<file path="src/rtl/intersection_phase_scheduler.sv">
// Purpose : two-approach (N/S, E/W) traffic-light phase sequencer with request-driven early green cut.
// Latency : phase changes only on the prescaler tick; a button rise becomes pend_* on the 3rd clk edge.
// Backpressure: none; buttons are sampled levels, lights are a pure decode of the phase register.
//
// Ports:
//   clk              clock
//   reset            synchronous, active-high reset
//   req_ns, req_ew   asynchronous push-buttons requesting N/S or E/W green
//   light_ns/_ew     RGB codes: red 100, yellow 110, green 010
//   phase            current phase code (0 NS_GREEN .. 5 RED_B)
//   pend_ns/_ew      latched request not yet served
//   tick             one-cycle prescaler pulse that paces every phase transition
module intersection_phase_scheduler #(
    parameter int TICK_DIV  = 100_000_000,
    parameter int GREEN_MAX = 10,
    parameter int GREEN_MIN = 4,
    parameter int YELLOW    = 3,
    parameter int ALL_RED   = 1
) (
    input  logic       clk,
    input  logic       reset,
    input  logic       req_ns,
    input  logic       req_ew,
    output logic [2:0] light_ns,
    output logic [2:0] light_ew,
    output logic [2:0] phase,
    output logic       pend_ns,
    output logic       pend_ew,
    output logic       tick
);

    localparam int CNT_W = (TICK_DIV > 1) ? $clog2(TICK_DIV) : 1;
    localparam int TMAX  = (GREEN_MAX > YELLOW)
                         ? ((GREEN_MAX > ALL_RED) ? GREEN_MAX : ALL_RED)
                         : ((YELLOW > ALL_RED) ? YELLOW : ALL_RED);
    localparam int ELA_W = $clog2(TMAX + 1);

    localparam logic [2:0] NS_GREEN  = 3'd0;
    localparam logic [2:0] NS_YELLOW = 3'd1;
    localparam logic [2:0] RED_A     = 3'd2;
    localparam logic [2:0] EW_GREEN  = 3'd3;
    localparam logic [2:0] EW_YELLOW = 3'd4;
    localparam logic [2:0] RED_B     = 3'd5;

    localparam logic [2:0] LT_RED    = 3'b100;
    localparam logic [2:0] LT_YELLOW = 3'b110;
    localparam logic [2:0] LT_GREEN  = 3'b010;

    // ------------------------------------------------------------------
    // Prescaler
    // ------------------------------------------------------------------
    logic [CNT_W-1:0] pre_q, pre_d;
    logic             tick_w;

    assign tick_w = (pre_q == CNT_W'(TICK_DIV - 1));
    assign pre_d  = tick_w ? '0 : pre_q + CNT_W'(1);

    // ------------------------------------------------------------------
    // Button synchronizers and rising-edge detect. The third flop holds the
    // previous synchronized level so a held button yields one edge only.
    // ------------------------------------------------------------------
    logic ns_s1_q, ns_s2_q, ns_s3_q;
    logic ew_s1_q, ew_s2_q, ew_s3_q;
    logic rise_ns, rise_ew;

    assign rise_ns = ns_s2_q & ~ns_s3_q;
    assign rise_ew = ew_s2_q & ~ew_s3_q;

    // ------------------------------------------------------------------
    // Phase FSM
    // ------------------------------------------------------------------
    logic [2:0]       phase_q, phase_d;
    logic [ELA_W-1:0] elapsed_q, elapsed_d;
    logic [ELA_W-1:0] e;
    logic             done;
    logic [2:0]       phase_next;
    logic             pend_ns_q, pend_ns_d;
    logic             pend_ew_q, pend_ew_d;

    // e is the tick count the phase will have reached once the current tick lands.
    assign e = elapsed_q + ELA_W'(1);

    always_comb begin
        done       = 1'b0;
        phase_next = NS_GREEN;
        case (phase_q)
            NS_GREEN: begin
                done       = (e == ELA_W'(GREEN_MAX)) ||
                             (pend_ew_q && (e >= ELA_W'(GREEN_MIN)));
                phase_next = NS_YELLOW;
            end
            NS_YELLOW: begin
                done       = (e == ELA_W'(YELLOW));
                phase_next = RED_A;
            end
            RED_A: begin
                done       = (e == ELA_W'(ALL_RED));
                phase_next = EW_GREEN;
            end
            EW_GREEN: begin
                done       = (e == ELA_W'(GREEN_MAX)) ||
                             (pend_ns_q && (e >= ELA_W'(GREEN_MIN)));
                phase_next = EW_YELLOW;
            end
            EW_YELLOW: begin
                done       = (e == ELA_W'(YELLOW));
                phase_next = RED_B;
            end
            RED_B: begin
                done       = (e == ELA_W'(ALL_RED));
                phase_next = NS_GREEN;
            end
            default: begin
                done       = 1'b0;
                phase_next = NS_GREEN;
            end
        endcase
    end

    always_comb begin
        phase_d   = phase_q;
        elapsed_d = elapsed_q;
        if (phase_q > RED_B) begin
            // Illegal codes recover immediately, without waiting for a tick.
            phase_d   = NS_GREEN;
            elapsed_d = '0;
        end else if (tick_w) begin
            if (done) begin
                phase_d   = phase_next;
                elapsed_d = '0;
            end else begin
                elapsed_d = e;
            end
        end
    end

    // A new edge outranks the clear on green entry so a request arriving on
    // that very edge is not lost. Edges during the approach's own green are
    // already being served and are dropped.
    always_comb begin
        pend_ns_d = pend_ns_q;
        if (rise_ns && (phase_q != NS_GREEN)) begin
            pend_ns_d = 1'b1;
        end else if ((phase_d == NS_GREEN) && (phase_q != NS_GREEN)) begin
            pend_ns_d = 1'b0;
        end
    end

    always_comb begin
        pend_ew_d = pend_ew_q;
        if (rise_ew && (phase_q != EW_GREEN)) begin
            pend_ew_d = 1'b1;
        end else if ((phase_d == EW_GREEN) && (phase_q != EW_GREEN)) begin
            pend_ew_d = 1'b0;
        end
    end

    always_ff @(posedge clk) begin
        if (reset) begin
            pre_q     <= '0;
            phase_q   <= NS_GREEN;
            elapsed_q <= '0;
            pend_ns_q <= 1'b0;
            pend_ew_q <= 1'b0;
            ns_s1_q   <= 1'b0;
            ns_s2_q   <= 1'b0;
            ns_s3_q   <= 1'b0;
            ew_s1_q   <= 1'b0;
            ew_s2_q   <= 1'b0;
            ew_s3_q   <= 1'b0;
        end else begin
            pre_q     <= pre_d;
            phase_q   <= phase_d;
            elapsed_q <= elapsed_d;
            pend_ns_q <= pend_ns_d;
            pend_ew_q <= pend_ew_d;
            ns_s1_q   <= req_ns;
            ns_s2_q   <= ns_s1_q;
            ns_s3_q   <= ns_s2_q;
            ew_s1_q   <= req_ew;
            ew_s2_q   <= ew_s1_q;
            ew_s3_q   <= ew_s2_q;
        end
    end

    // ------------------------------------------------------------------
    // Light decode
    // ------------------------------------------------------------------
    always_comb begin
        light_ns = LT_RED;
        light_ew = LT_RED;
        case (phase_q)
            NS_GREEN:  light_ns = LT_GREEN;
            NS_YELLOW: light_ns = LT_YELLOW;
            EW_GREEN:  light_ew = LT_GREEN;
            EW_YELLOW: light_ew = LT_YELLOW;
            default: begin
                light_ns = LT_RED;
                light_ew = LT_RED;
            end
        endcase
    end

    assign phase   = phase_q;
    assign pend_ns = pend_ns_q;
    assign pend_ew = pend_ew_q;
    assign tick    = tick_w;

endmodule

</file>
<file path="config.mk">
export PLATFORM = sky130hd
export DESIGN_NAME = intersection_phase_scheduler
export DESIGN_NICKNAME = d
export VERILOG_FILES = /design/src/rtl/intersection_phase_scheduler.sv
export SDC_FILE = /design/constraint.sdc
export NUM_CORES = 1
export LEC_CHECK = 0
export ABC_AREA = 1
export CAP_MARGIN = 20
export CORE_ASPECT_RATIO = 1.2
export CORE_MARGIN = 10
export CORE_UTILIZATION = 32
export CTS_CLUSTER_SIZE = 30
export DETAILED_ROUTE_END_ITERATION = 16
export GPL_TIMING_DRIVEN = 1
export PLACE_DENSITY = 0.54
export SETUP_SLACK_MARGIN = 0.2
export SYNTH_ARGS = -nofsm -noshare
export SYNTH_HDL_FRONTEND = slang
export SYNTH_SLANG_ARGS = --single-unit
</file>
<file path="constraint.sdc">
create_clock -name clk -period 1.8 [get_ports clk]
set_input_delay 0.36 -clock clk [delete_from_list [all_inputs] [get_ports clk]]
set_output_delay 0.36 -clock clk [all_outputs]
set_load 0.02 [all_outputs]
</file>
=== Yosys cells after proc, flatten, opt, wreduce, memory -nomap -nowiden ===
Cells that the tools add are included.

* Bits in latches: 0
* Register bits after elaboration: 42
* Memories kept: 0
* Word-level logic and storage cells: 59
* Memory bits (read-only): 0
* Input bits: 4
* Memory bits (writable): 0
* Output and inout bits: 12

* Magnitude comparators: 2
* Divide/modulo/power cells: 0
* $mul: 0
* Bitwise operators: 4
* Add/sub/neg operators: 2
* Equal/unequal tests: 11
* Shift operators: 0
* Muxes and demuxes: 12
* Reduce and logical (&&, ||, !) cells: 17

{| class="wikitable"
|+ Operators with widths
! operator !! count
|-
| $add 27x1->27 const B || 1
|-
| $eq 27x27->1 const B || 1
|-
| $pmux 3 s5 || 1
|-
| $pmux 3 s2 || 2
|-
| $eq 3x2->1 const B || 3
|-
| $mux 3 || 3
|-
| $reduce_or 2->1 || 4
|-
| $eq 3x3->1 const B || 2
|-
| $logic_and 1x1->1 || 6
|-
| $logic_not 3->1 || 2
|-
| $add 4x1->4 const B || 1
|-
| $eq 4x1->1 const B || 1
|-
| $eq 4x2->1 const B || 1
|-
| $eq 4x4->1 const B || 1
|-
| $ge 4x3->1 const B || 1
|-
| $mux 1 || 4
|-
| $mux 4 || 1
|-
| $pmux 1 s4 || 1
|-
| $reduce_bool 2->1 || 2
|-
| $eq 3x1->1 const B || 1
|-
| $gt 3x3->1 const B || 1
|-
| $ne 3x2->1 const B || 1
|-
| $reduce_bool 3->1 || 1
|-
| $and 1x1->1 || 2
|-
| 2 further kinds || 4
|}

=== Longest topological paths before layout ===
* Depth in word-level cells: 12
* Depth in mapped cells: 13

=== Worst setup path before layout ===
No wires, ideal clock.

* Kind: reg-to-reg
* From: register phase_q[2] (netlist: phase[2])
* To: register pend_ns_q (netlist: pend_ns)
* Buffers on the path: 0
* Data arrival time: 1.582 ns
* Data required time: 1.668 ns
* Slack: 0.086 ns
* Cell stages (with the launch flop): 12
* Setup time: 0.132 ns
* Path through: dfxtp_1 > inv_1 > nand2_1 > nand3_1 > nor2_1 > nand2_1 > nand2_2 > nand3_4 > nand2_2 > nand2_1 > nand2_1 > a21oi_1

* Cells in the longest elaborated chain, start to end: 9
* Elaborated cells on any way between the ends: 20
* Classes of those cells: 1 x order compare; 5 x eq/ne; 6 x mux; 8 x reduce/logical

{| class="wikitable"
|+ Ends and longest elaborated chain
! item !! RTL line !! text
|-
| start, declared || 72 || <nowiki>logic [2:0] phase_q, phase_d;</nowiki>
|-
| start signal, assigned || 173 || <nowiki>phase_q <= phase_d;</nowiki>
|-
| $eq 3x2->1 (tied with other cells) || 86 || <nowiki>case (phase_q)</nowiki>
|-
| $reduce_or 2->1 (no line) || -- ||
|-
| $pmux 1 s4 || 86 ||
|-
| $mux 3 || 128 || <nowiki>if (done) begin</nowiki>
|-
| $mux 3 || 127 || <nowiki>end else if (tick_w) begin</nowiki>
|-
| $mux 3 || 123 || <nowiki>if (phase_q > RED_B) begin</nowiki>
|-
| $logic_not 3->1 || 144 || <nowiki>end else if ((phase_d == NS_GREEN) && (phase_q != NS_GREEN)) begin</nowiki>
|-
| $logic_and 1x1->1 || 144 ||
|-
| $reduce_bool 2->1 (no line) || -- ||
|-
| end signal, assigned || 175 || <nowiki>pend_ns_q <= pend_ns_d;</nowiki>
|-
| end, declared || 77 || <nowiki>logic pend_ns_q, pend_ns_d;</nowiki>
|}

Parallel ways exist; a longest one is shown, timed or not.
A chain may end at the register's enable or synchronous reset.

=== Worst setup path after layout ===
* From: register pre_q[1]
* To: output tick

* Cells in the longest elaborated chain, start to end: 1

{| class="wikitable"
|+ Ends and longest elaborated chain
! item !! RTL line !! text
|-
| start, declared || 52 || <nowiki>logic [CNT_W-1:0] pre_q, pre_d;</nowiki>
|-
| start signal, assigned || 172 || <nowiki>pre_q <= pre_d;</nowiki>
|-
| $eq 27x27->1 || 55 || <nowiki>assign tick_w = (pre_q == CNT_W'(TICK_DIV - 1));</nowiki>
|-
| end, declared || 29 || <nowiki>output logic tick</nowiki>
|}

Every way passes these cells.

==> reports/qor.txt <==
DRT
---------------------------------------------------------------------------------
Post-detailed-route wirelength per cell                                  12.61 µm
Average via count per standard cell                                         4.781
Iteration-0 DRC count of the detailed router                                   63
Total wirelength of the detailed-routed design                            6155 µm
Remaining antenna violation count                                               0
Number of detailed-routing iterations run before antenna repair                 4
DRC violations left                                                             0
Via Count                                                                   2,333

CLOCKING
---------------------------------------------------------------------------------
Insertion delay of the later-clocked pin in the worst-skew pair           0.30 ns
TritonCTS clock tree                                                         done
Number of buffers created by CTS                                                5
Clock slew seen by the registers of the worst setup and hold paths        0.08 ns
Number of levels in the clock H-tree                                            2
Clock root buffer                                                    sky130_fd_sc_hd__clkbuf_8
Clock tree sinks                                                               42
Maximum buffer depth of the clock tree                                          2

STA
---------------------------------------------------------------------------------
Skew final                                                            0.007809 ns
Final Max Slew Viols                                                            0
Minimum period implied by the final worst setup slack                    1.763 ns
Accumulated negative setup slack                                             0 ns
Final Hold Violating Endpoints                                                  0
Ratio of final minimum period to clock period                              0.9795
Fmax achieved                                                          0.5672 GHz
Unrepaired setup endpoints after global routing                              true
Final count of negative-setup-slack endpoints                                   0

GLOBAL ROUTE
---------------------------------------------------------------------------------
Global-route wire length before repair                                    9273 µm
Total Routing Usage GR                                                     0.1055
Largest net degree at the start of global routing                              14
Via count of the first global-routing pass                                  2,196
Initial antenna violation count                                                 0
Overflow left after global routing                                              0

YOSYS
---------------------------------------------------------------------------------
Seq cells post-synth                                                           42
Synth cell count leaders                                             56 x sky130_fd_sc_hd__nand2_1, 47 x sky130_fd_sc_hd__nor2_1, 43 x sky130_fd_sc_hd__inv_1
Most used flip-flop cell after synthesis                             sky130_fd_sc_hd__dfxtp_1
Avg Inst Size Synth                                                     7.065 µm²
Post-synthesis instance total                                                 311
Synth warn                                                                      0
Cell with the most instances after synthesis                         sky130_fd_sc_hd__nand2_1
Sequential area share after synthesis                                      0.3827
Biggest area contributors in the synthesized netlist                 sky130_fd_sc_hd__dfxtp_1 38%, sky130_fd_sc_hd__nand2_1 9.6%, sky130_fd_sc_hd__nor2_1 8.0%
Dominant cell type by area after synthesis                           sky130_fd_sc_hd__dfxtp_1
Share of async-settable or async-resettable flops after synthesis               0
Area fraction of the dominant cell type after synthesis                    0.3827
Number of synthesized flops with an enable pin                                  0
Area of the mapped netlist                                               2197 µm²
Distinct cell type count of the synthesized netlist                            34

HOLD PATH
---------------------------------------------------------------------------------
Hold Path End                                                        ew_s2_q$_SDFF_PP0_
Hold path start                                                      ew_s1_q$_SDFF_PP0_
Depth of the worst hold-timing path                                             2
Worst min-delay path class                                             reg -> reg

OUTCOME
---------------------------------------------------------------------------------
Result of the run                                                    finished, final reports clean

FLOW RUN
---------------------------------------------------------------------------------
Maximum capacitance violations                                                  0

FLOORPLAN
---------------------------------------------------------------------------------
Number of primary I/O pins                                                     16
Area enclosed by the die boundary                                      10,590 µm²
CORE AREA                                                                6771 µm²
DIE WIDTH                                                                95.64 µm
Initial core utilization                                                   0.3245
Site row count                                                                 33
Height of the die                                                        110.8 µm

WORST SETUP PATH
---------------------------------------------------------------------------------
Cell Chain, Critical Path                                            ha_4 -> nand2_4 -> nor3_4 -> inv_2 -> nor2_4 -> buf_6
Setup slack, reg-to-reg                                                   0.08 ns
Slowest stage delay, CP                                                   0.36 ns
Crit path required time                                                   1.44 ns
Setup crit start kind                                                        flop
Endpoint of the lowest-slack register-to-register path               pre_q[24]$_SDFF_PP0_
Setup CP Type                                                          reg -> out
Worst r2r path cells                                                           10
Top cell family by delay on the critical path                        simple AND/OR/NAND/NOR gates
Slowest library cell on the worst path                               sky130_fd_sc_hd__dfxtp_2
Worst setup EP type                                                  primary output
Number of buffer and inverter stages on the critical path                       2
Worst reg2reg startpoint                                             pre_q[1]$_SDFF_PP0_
Arr. time, crit path                                                      1.40 ns
Worst Path Max Fanout                                                           2

POWER
---------------------------------------------------------------------------------
Worst IR Drop VDD                                                     0.0002814 V
Final Power                                                              1.800 mW
Leakage power summed over all cells                                      1.568 nW
Total power density per cell area                                    501.5 nW/µm²

FINAL LAYOUT
---------------------------------------------------------------------------------
Ant. Diodes                                                                     0
Nets                                                                          407
Area growth from synthesis to layout                                       63.38%
Count of fill cells added during filler insertion                             657
Layout cells sized above 1                                                 0.5162

PLACED DESIGN
---------------------------------------------------------------------------------
IO buf count                                                                   13
Placed wire-length estimate                                               4130 µm
Gpl congestion                                                             0.8199

## area by class of cell
class / count / area [µm²] / area share
Multi-Input combinational cell: 218 / 1573 / 0.4381
Sequential cell: 42 / 867.1 / 0.2415
Timing Repair Buffer: 87 / 749.5 / 0.2088
Inverter: 46 / 182.7 / 0.05089
Tap cell: 87 / 108.9 / 0.03032
Clock buffer: 5 / 68.82 / 0.01917
Clock inverter: 3 / 40.04 / 0.01115
## where the power goes
part	total (mW)	internal [mW]	switching, mW
combinational	0.108	0.0501	0.0582
sequential	0.945	0.937	0.00822
clock	0.747	0.409	0.339
## routing by layer
layer / vias to the layer above / wire length, µm / share of wire / global-route usage
met2: 34 / 3292 / 0.53 / 0.1837
met1: 1113 / 2501 / 0.41 / 0.1174
li1: 1177 / - / - / -
met4: 0 / 97 / 0.016 / 0.03941
met5: - / 0 / 0 / 0
met3: 9 / 263 / 0.043 / 0.02710
## cells by family (layout without fill, tap and decap cells)
group / count (synthesis) / in the layout / share of synthesized area
AO/OA/AOI/OAI: 28 / 28 / 0.07118
XOR/XNOR: 5 / 5 / 0.01993
adder cells (fa/ha/maj): 3 / 3 / 0.01709
buffers and inverters: 52 / 141 / 0.09908
flip-flops: 42 / 42 / 0.3827
other: 1 / 2 / 0.001707
AND/OR/NAND/NOR: 180 / 180 / 0.4083
## sequential cells by signal, summed over array words and instances (netlist names)
name and cells:
ew_s3_q 1, pre_q 27, ns_s3_q 1, ew_s1_q 1, ew_s2_q 1, pend_ns 1
phase 3, ns_s1_q 1, pend_ew 1, ns_s2_q 1, elapsed_q 4
## stage by stage
step	setup WS (ns)	cell area [µm²]	util	instances	hold slack (ns)
finish	0.03688	3590	0.5301	488	0.4062
global route	-0.06590	3590	0.5301	488	0.4330
CTS	0.01603	3107	0.4588	476	0.4104
detailed placement	-0.1280	2780	0.4106	455	0.3988
global placement	-0.1059	2780	0.4106	455	0.3913
floorplan	0.2244	2206	-	312	0.3883
## cells in the final DEF (no fill, tap or decap), drive strengths merged, types with 3 or more instances in the layout
master / n
a21oi: 17
nand2: 64
nor2: 50
nor3: 19
o21ai: 6
or2: 4
nor3b: 7
inv: 46
ha: 3
clkdlybuf4s50: 3
nand3: 24
clkbuf: 6
nand4: 9
buf: 76
xor2: 4
dlygate4sd2: 5
dfxtp: 42
nor4: 3
## timing repair
item	in CTS	in global routing
gates resized for setup	57	111
setup endpoints to repair	40	39
hold buffers	0	0
pin swaps	14	37
setup buffers	13	12
gates cloned	0	0
## worst min-delay path: stages, from the launching register on
cell                      delay (ns)
sky130_fd_sc_hd__dfxtp_1        0.30
sky130_fd_sc_hd__inv_1          0.04
sky130_fd_sc_hd__nor2_1         0.03
## worst max path at each step
| stage | startpoint | end | slack [ns] | depth (start not counted) |
|---|---|---|---|---|
| 2_1_floorplan | pre_q[0]$_SDFF_PP0_ | pend_ns$_SDFFE_PP0P_ | 0.22 | 11 |
| 3_3_place_gp | pre_q[3]$_SDFF_PP0_ | tick | -0.11 | 7 |
| 3_5_place_dp | pre_q[22]$_SDFF_PP0_ | tick | -0.13 | 5 |
| 4_1_cts | pre_q[4]$_SDFF_PP0_ | tick | 0.02 | 7 |
| 5_1_grt | pre_q[10]$_SDFF_PP0_ | tick | -0.07 | 6 |
| 6_report | pre_q[1]$_SDFF_PP0_ | tick | 0.04 | 6 |
No activity file was read; power rests on OpenSTA's default activity.
